### src/rtl/apb_uart_req_arbiter.sv
// Two-requester round-robin APB master sharing the UART register port.
// Define APB_ARB_TIMEOUT_EN to abort stalled ACCESS phases with err = 1.
module apb_uart_req_arbiter #(
    parameter int unsigned TIMEOUT_CYCLES = 255
) (
    input  logic        PCLK,
    input  logic        PRESET,
    input  logic        req0,
    input  logic        wr0,
    input  logic [7:0]  addr0,
    input  logic [7:0]  wdata0,
    output logic        ack0,
    input  logic        req1,
    input  logic        wr1,
    input  logic [7:0]  addr1,
    input  logic [7:0]  wdata1,
    output logic        ack1,
    output logic [31:0] rdata,
    output logic        err,
    output logic        owner,
    output logic        busy,
    output logic        transfer,
    output logic        PENABLE,
    output logic        PWRITE,
    output logic [7:0]  PADDR,
    output logic [7:0]  PWDATA,
    input  logic        PREADY,
    input  logic [31:0] PRDATA
);

    typedef enum logic [1:0] {IDLE, SETUP, ACCESS} state_t;

    state_t     state;
    logic       last_grant;
    logic       gnt_sel;
    logic       gnt_wr;
    logic [7:0] gnt_addr;
    logic [7:0] gnt_wdata;

    if (TIMEOUT_CYCLES < 1 || TIMEOUT_CYCLES > 65535) begin : g_bad_timeout
        $error("TIMEOUT_CYCLES must be in 1..65535");
    end

`ifdef APB_ARB_TIMEOUT_EN
    localparam logic [15:0] TMO_LAST = 16'(TIMEOUT_CYCLES - 1);
    logic [15:0] cnt;
`endif

    // A tie goes to whoever did not win last time.
    always_comb begin
        gnt_sel   = req1 & (~req0 | ~last_grant);
        gnt_wr    = gnt_sel ? wr1 : wr0;
        gnt_addr  = gnt_sel ? addr1 : addr0;
        gnt_wdata = gnt_sel ? wdata1 : wdata0;
    end

    assign busy = transfer;

    always_ff @(posedge PCLK or posedge PRESET) begin
        if (PRESET) begin
            state      <= IDLE;
            last_grant <= 1'b1;
            owner      <= 1'b0;
            transfer   <= 1'b0;
            PENABLE    <= 1'b0;
            PWRITE     <= 1'b0;
            PADDR      <= 8'h00;
            PWDATA     <= 8'h00;
            rdata      <= 32'h0;
            ack0       <= 1'b0;
            ack1       <= 1'b0;
            err        <= 1'b0;
`ifdef APB_ARB_TIMEOUT_EN
            cnt        <= 16'h0;
`endif
        end else begin
            ack0 <= 1'b0;
            ack1 <= 1'b0;
            err  <= 1'b0;
            case (state)
                IDLE: begin
                    if (req0 || req1) begin
                        owner      <= gnt_sel;
                        last_grant <= gnt_sel;
                        PWRITE     <= gnt_wr;
                        PADDR      <= gnt_addr;
                        PWDATA     <= gnt_wdata;
                        transfer   <= 1'b1;
                        state      <= SETUP;
                    end
                end
                SETUP: begin
                    PENABLE <= 1'b1;
                    state   <= ACCESS;
`ifdef APB_ARB_TIMEOUT_EN
                    cnt     <= 16'h0;
`endif
                end
                ACCESS: begin
                    if (PREADY) begin
                        state    <= IDLE;
                        transfer <= 1'b0;
                        PENABLE  <= 1'b0;
                        ack0     <= ~owner;
                        ack1     <= owner;
                        if (!PWRITE) begin
                            rdata <= PRDATA;
                        end
                    end
`ifdef APB_ARB_TIMEOUT_EN
                    else if (cnt == TMO_LAST) begin
                        state    <= IDLE;
                        transfer <= 1'b0;
                        PENABLE  <= 1'b0;
                        ack0     <= ~owner;
                        ack1     <= owner;
                        err      <= 1'b1;
                    end else begin
                        cnt <= cnt + 16'd1;
                    end
`endif
                end
                default: state <= IDLE;
            endcase
        end
    end

endmodule
### config.mk
export PLATFORM = sky130hd
export DESIGN_NAME = apb_uart_req_arbiter
export DESIGN_NICKNAME = d
export VERILOG_FILES = /design/src/rtl/apb_uart_req_arbiter.sv
export SDC_FILE = /design/constraint.sdc
export NUM_CORES = 1
export LEC_CHECK = 0
export BUFFER_PORTS_ARGS = -buffer_cell sky130_fd_sc_hd__buf_4
export CAP_MARGIN = 40
export CORE_UTILIZATION = 45
export DETAILED_ROUTE_END_ITERATION = 7
export PLACE_DENSITY = 0.8
export SYNTH_ARGS = -nofsm -noshare
export SYNTH_HDL_FRONTEND = slang
export SYNTH_SLANG_ARGS = --single-unit
### constraint.sdc
create_clock -name PCLK -period 1.9 [get_ports PCLK]
set_clock_uncertainty 0.15 [all_clocks]
set_input_delay 0.095 -clock PCLK [delete_from_list [all_inputs] [get_ports PCLK]]
set_output_delay 0.095 -clock PCLK [all_outputs]
set_load 0.02 [all_outputs]
Word-level counts from Yosys, hierarchy flattened
Index checks and enable logic that the tools add are counted.
{"block": "word_totals", "register_bits": 57, "inputBits": 71, "out_inout_bits": 56, "wordCells": 44}
{"block": "classes", "n_eq_ne": 4, "mux": 14, "bitwise_logic": 6, "n_reduce_logical": 9}
{"op": "$mux 8", "n": 2}
{"op": "$mux 1", "n": 7}
{"op": "$pmux 2 s3", "n": 1}
{"op": "$reduce_and 2->1", "n": 3}
{"op": "$reduce_and 3->1", "n": 2}
{"op": "$mux 2", "n": 2}
{"op": "$ne 2x2->1 const B", "n": 2}
{"op": "$not 1->1", "n": 4}
{"op": "$pmux 1 s2", "n": 2}
{"op": "$reduce_bool 2->1", "n": 2}
{"op": "$eq 2x1->1 const B", "n": 1}
{"op": "$eq 2x2->1 const B", "n": 1}
{"op": "$logic_not 2->1", "n": 1}
{"op": "$and 1x1->1", "n": 1}
{"op": "$logic_or 1x1->1", "n": 1}
{"op": "$or 1x1->1", "n": 1}

Depth between registers and ports, before layout
{"block": "logic_depth", "ltp_word": 4, "depth_mapped": 5, "mapped_depth_nobuf": 3}

Worst setup path before layout
Ideal clock, no wire load.
{"block": "synth_timing", "path_type": "reg2reg", "startpoint": "register last_grant", "endpoint": "register PWDATA[0]", "setup_ps": 125, "arrival_time_ps": 1419, "required_ps": 1625, "path_slack_ps": 206, "stages_incl_launch_ff": 6, "path_buffers": 2, "period_less_slack_ps": 1694, "path_cell_list": "dfstp_2 a21bo_1 buf_6 buf_12 mux2_4 mux2_4"}
{"block": "synth_between", "elab_chain_cells": 4}
{"item": "start, declared", "line": "34", "source": "logic last_grant;"}
{"item": "start signal, assigned", "line": "84", "source": "last_grant <= gnt_sel;"}
{"item": "$not 1->1", "line": "51", "source": "gnt_sel = req1 & (~req0 | ~last_grant);"}
{"item": "$or 1x1->1", "line": "51"}
{"item": "$and 1x1->1", "line": "51"}
{"item": "$mux 8", "line": "54", "source": "gnt_wdata = gnt_sel ? wdata1 : wdata0;"}
{"item": "end signal, assigned", "line": "87", "source": "PWDATA <= gnt_wdata;"}
{"item": "end, declared", "line": "26", "source": "output logic [7:0] PWDATA,"}
Every way passes these cells.
A chain may end at the register's enable or synchronous reset.

Worst setup path after layout
{"block": "layout_timing", "startpoint": "register last_grant", "endpoint": "register PWDATA[7]"}
The elaborated chain is that of the path after synthesis.

==> metrics <==
status=finished clean; power density over the cells=1479 nW/µm²; root buffer cell=clkbuf_8; type of the worst min-delay path=input pin to flip-flop; Mapped Area=2420 µm²; register area=1428 µm²; TritonCTS Buffers=9; leading area contributor after synthesis=dfrtp_1; GR met3 Demand/Resource=7.407%; DP Wirelength=3700 µm; global-route wire length before repair=9922 µm; Skew-Pair Late Insertion Delay=320 ps; type of element launching the critical path=flip-flop; total routing resource utilization after global routing=around 25%; clock slew at the register clock pins of the worst setup and hold paths=60 ps; Period minus WS final=1778 ps; global route overflow=0; clock net sink count=57; share of Yosys cell area claimed by the top area cell type=between 50% and 60%; CTS max path bufs=2; data required time of the critical path=1950 ps; number of vias in the routed layout=around 2000; met1 global-route usage=27.98%; area inside the core boundary=5140 µm²; cells taking the most area after synthesis=dfrtp_1, mux2_2, mux2_4; RSZ-0062 raised after global routing=false; antenna violations before repair=0; critical path capture point=PWDATA[7]$_DFFE_PP0P_; first element of the critical path=last_grant$_DFFE_PP1P_; syn nets=221; global routing usage on met2=between 40% and 50%; drt pass-1 iters=4; area overhead of the layout relative to synthesis=75.85%; DRT antenna net count=0; Seq/Total Area, Yosys=slightly below 60%; startpoint-to-endpoint class of the critical path=flip-flop to flip-flop; Die Wd=75.33 µm; wire per inst=16.13 µm; count of state elements after synthesis=57; final-stage net count=418; register-to-register setup slack=120 ps; clock tree from TritonCTS=done; portion of the clock cycle consumed by the worst path in the final layout=between 90 and 100%; number of port buffers=approximately 130; startpoint of the worst-slack reg-to-reg timing path=last_grant$_DFFE_PP1P_; largest net degree at the start of global routing=33; post-detailed-route via-to-cell ratio=4.748; routed wire length=6773 µm; remaining routing DRC violations=0; syn_area_per_cell=16.13 µm²; share of post-route cells with drive strength above 1=60.00%; starting density of the core=47.08%; Slew Viols, Final=0; data arrival time of the critical path=between 1500 and 2000 ps; # H-tree levels=3; warnings from Yosys=0; area used by multi-input combinational logic=907.1 µm²; Setup-failing EPs final=0; Top Ports=127; total inserted antenna cells=0; max-cap violations=0; reg-to-reg critical path endpoint=PWDATA[7]$_DFFE_PP0P_; number of gates resized after cts=0; vias in the first global route=2067; Total Neg Setup Slack=0 ps; endpoints failing hold=0; cell row count=26; Worst Setup End Kind=flip-flop; Peak supply drop=0.8621 mV; Static Leak=2.061 nW; Die ar.=5675 µm²; peak-usage layer in the global routing report=met2; number of design-rule violations left by the first detailed-router iteration=41; highest fanout seen on the critical path=17; fmax=between 500 and 600 MHz; final-layout fill cell count=264; worst reg-to-reg path cell count=4; unique cell type count in the Yosys netlist=22; vertical die dimension=75.33 µm; post-route core utilization=~83%; synthesized netlist cell count=150; final estimated routing congestion in global placement=0.6737
==> state kept, by name, indices dropped and copies added (netlist names), 2 cells and up <==
| name | flops |
|---|---|
| PADDR | 8 |
| PWDATA | 8 |
| rdata | 32 |
| state | 2 |
==> routing by layer <==
metal | share of wire, % | wire, µm
met1 | 40 | 2699
met3 | 8.5 | 576
met2 | 50 | 3417
met5 | 0 | 0
met4 | 1.2 | 79
==> worst min-delay path by stage <==
stage | end | depth (start not counted) | startpoint
after global routing | PADDR[7]$_DFFE_PP0P_ | 3 | addr0[7]
final | PADDR[7]$_DFFE_PP0P_ | 3 | addr0[7]
after CTS | PADDR[7]$_DFFE_PP0P_ | 3 | addr1[7]
after global placement | rdata[19]$_DFFE_PP0P_ | 2 | PRESET
after floorplan | rdata[11]$_DFFE_PP0P_ | 1 | PRDATA[11]
after detailed placement | rdata[19]$_DFFE_PP0P_ | 2 | PRESET
==> placed cells by master, fill, tap and decap left out, drive strengths merged <==
cell type and instances:
nor3b 1, nor2b 1, dfrtp 56, buf 132, or2 1, dfstp 1
clkbuf 14, a21bo 1, nor3 1, dlygate4sd3 63, nor2 4, a21o 1
conb 1, nand3b 1, o21a 1, mux2i 2, mux2 66, inv 3
==> cell families (layout without fill, tap and decap cells) <==
| kind of cell | Yosys count | after routing | synth area share, % |
|---|---|---|---|
| and+or+nand+nor | 9 | 9 | 2.069 |
| DFF | 57 | 57 | 59.00 |
| AOI/OAI and AO/OA | 3 | 3 | 1.034 |
| other | 1 | 1 | 0.1550 |
| muxes | 68 | 68 | 34.02 |
| buffers and inverters | 12 | 212 | 3.723 |
==> synthesized netlist by cell type <==
master     n
nor3b_1    1
nand3b_1   1
mux2_2    46
buf_2      2
buf_4      5
mux2_4    16
nor3_1     1
o21a_1     1
a21bo_1    1
dfrtp_1   56
buf_12     1
mux2i_1    2
dfstp_2    1
nor2_2     1
inv_1      3
nor2b_1    1
buf_6      1
a21o_1     1
or2_2      1
conb_1     1
nor2_1     3
mux2_1     4
==> critical path, cell delays in order (launching register included) <==
cell,delay [ps]
dfstp_2,530
a21bo_1,160
buf_12,180
mux2_2,360
mux2_2,270
==> repair_timing <==
action / 4_1_cts / 5_1_grt
hold buffers: 63 / 0
buffers inserted: 0 / 0
endpoints found under the hold margin: 67 / 0
==> final cells by class <==
cell class	count	area share, %
Clock buffer	14	3.822
Timing Repair Buffer	195	38.99
Tap cell	70	2.058
Sequential cell	57	33.55
Inverter	3	0.2646
Multi-Input combinational cell	81	21.32
==> per-stage QoR <==
stage	worst slack (ps)	instances	hold slack, ps	cell area (µm²)	total power (W)
after floorplan	206.3	150	79.70	2420	0.003891
after global placement	206.7	343	-15.29	3462	0.005086
after detailed placement	147.0	343	-7.324	3462	0.005183
after CTS	135.2	420	3.160	4255	0.006260
after global routing	87.39	420	10.97	4255	0.006612
final	122.1	420	20.24	4255	0.006295
==> power by group <==
part           leakage [nW]  total (W)  switching (W)  internal [W]
sequential            0.680    0.00219       0.000361       0.00183
combinational          1.30    0.00314        0.00147       0.00167
clock                0.0826   0.000966       0.000434      0.000532
Note: power is estimated with default switching activity, not from simulation.
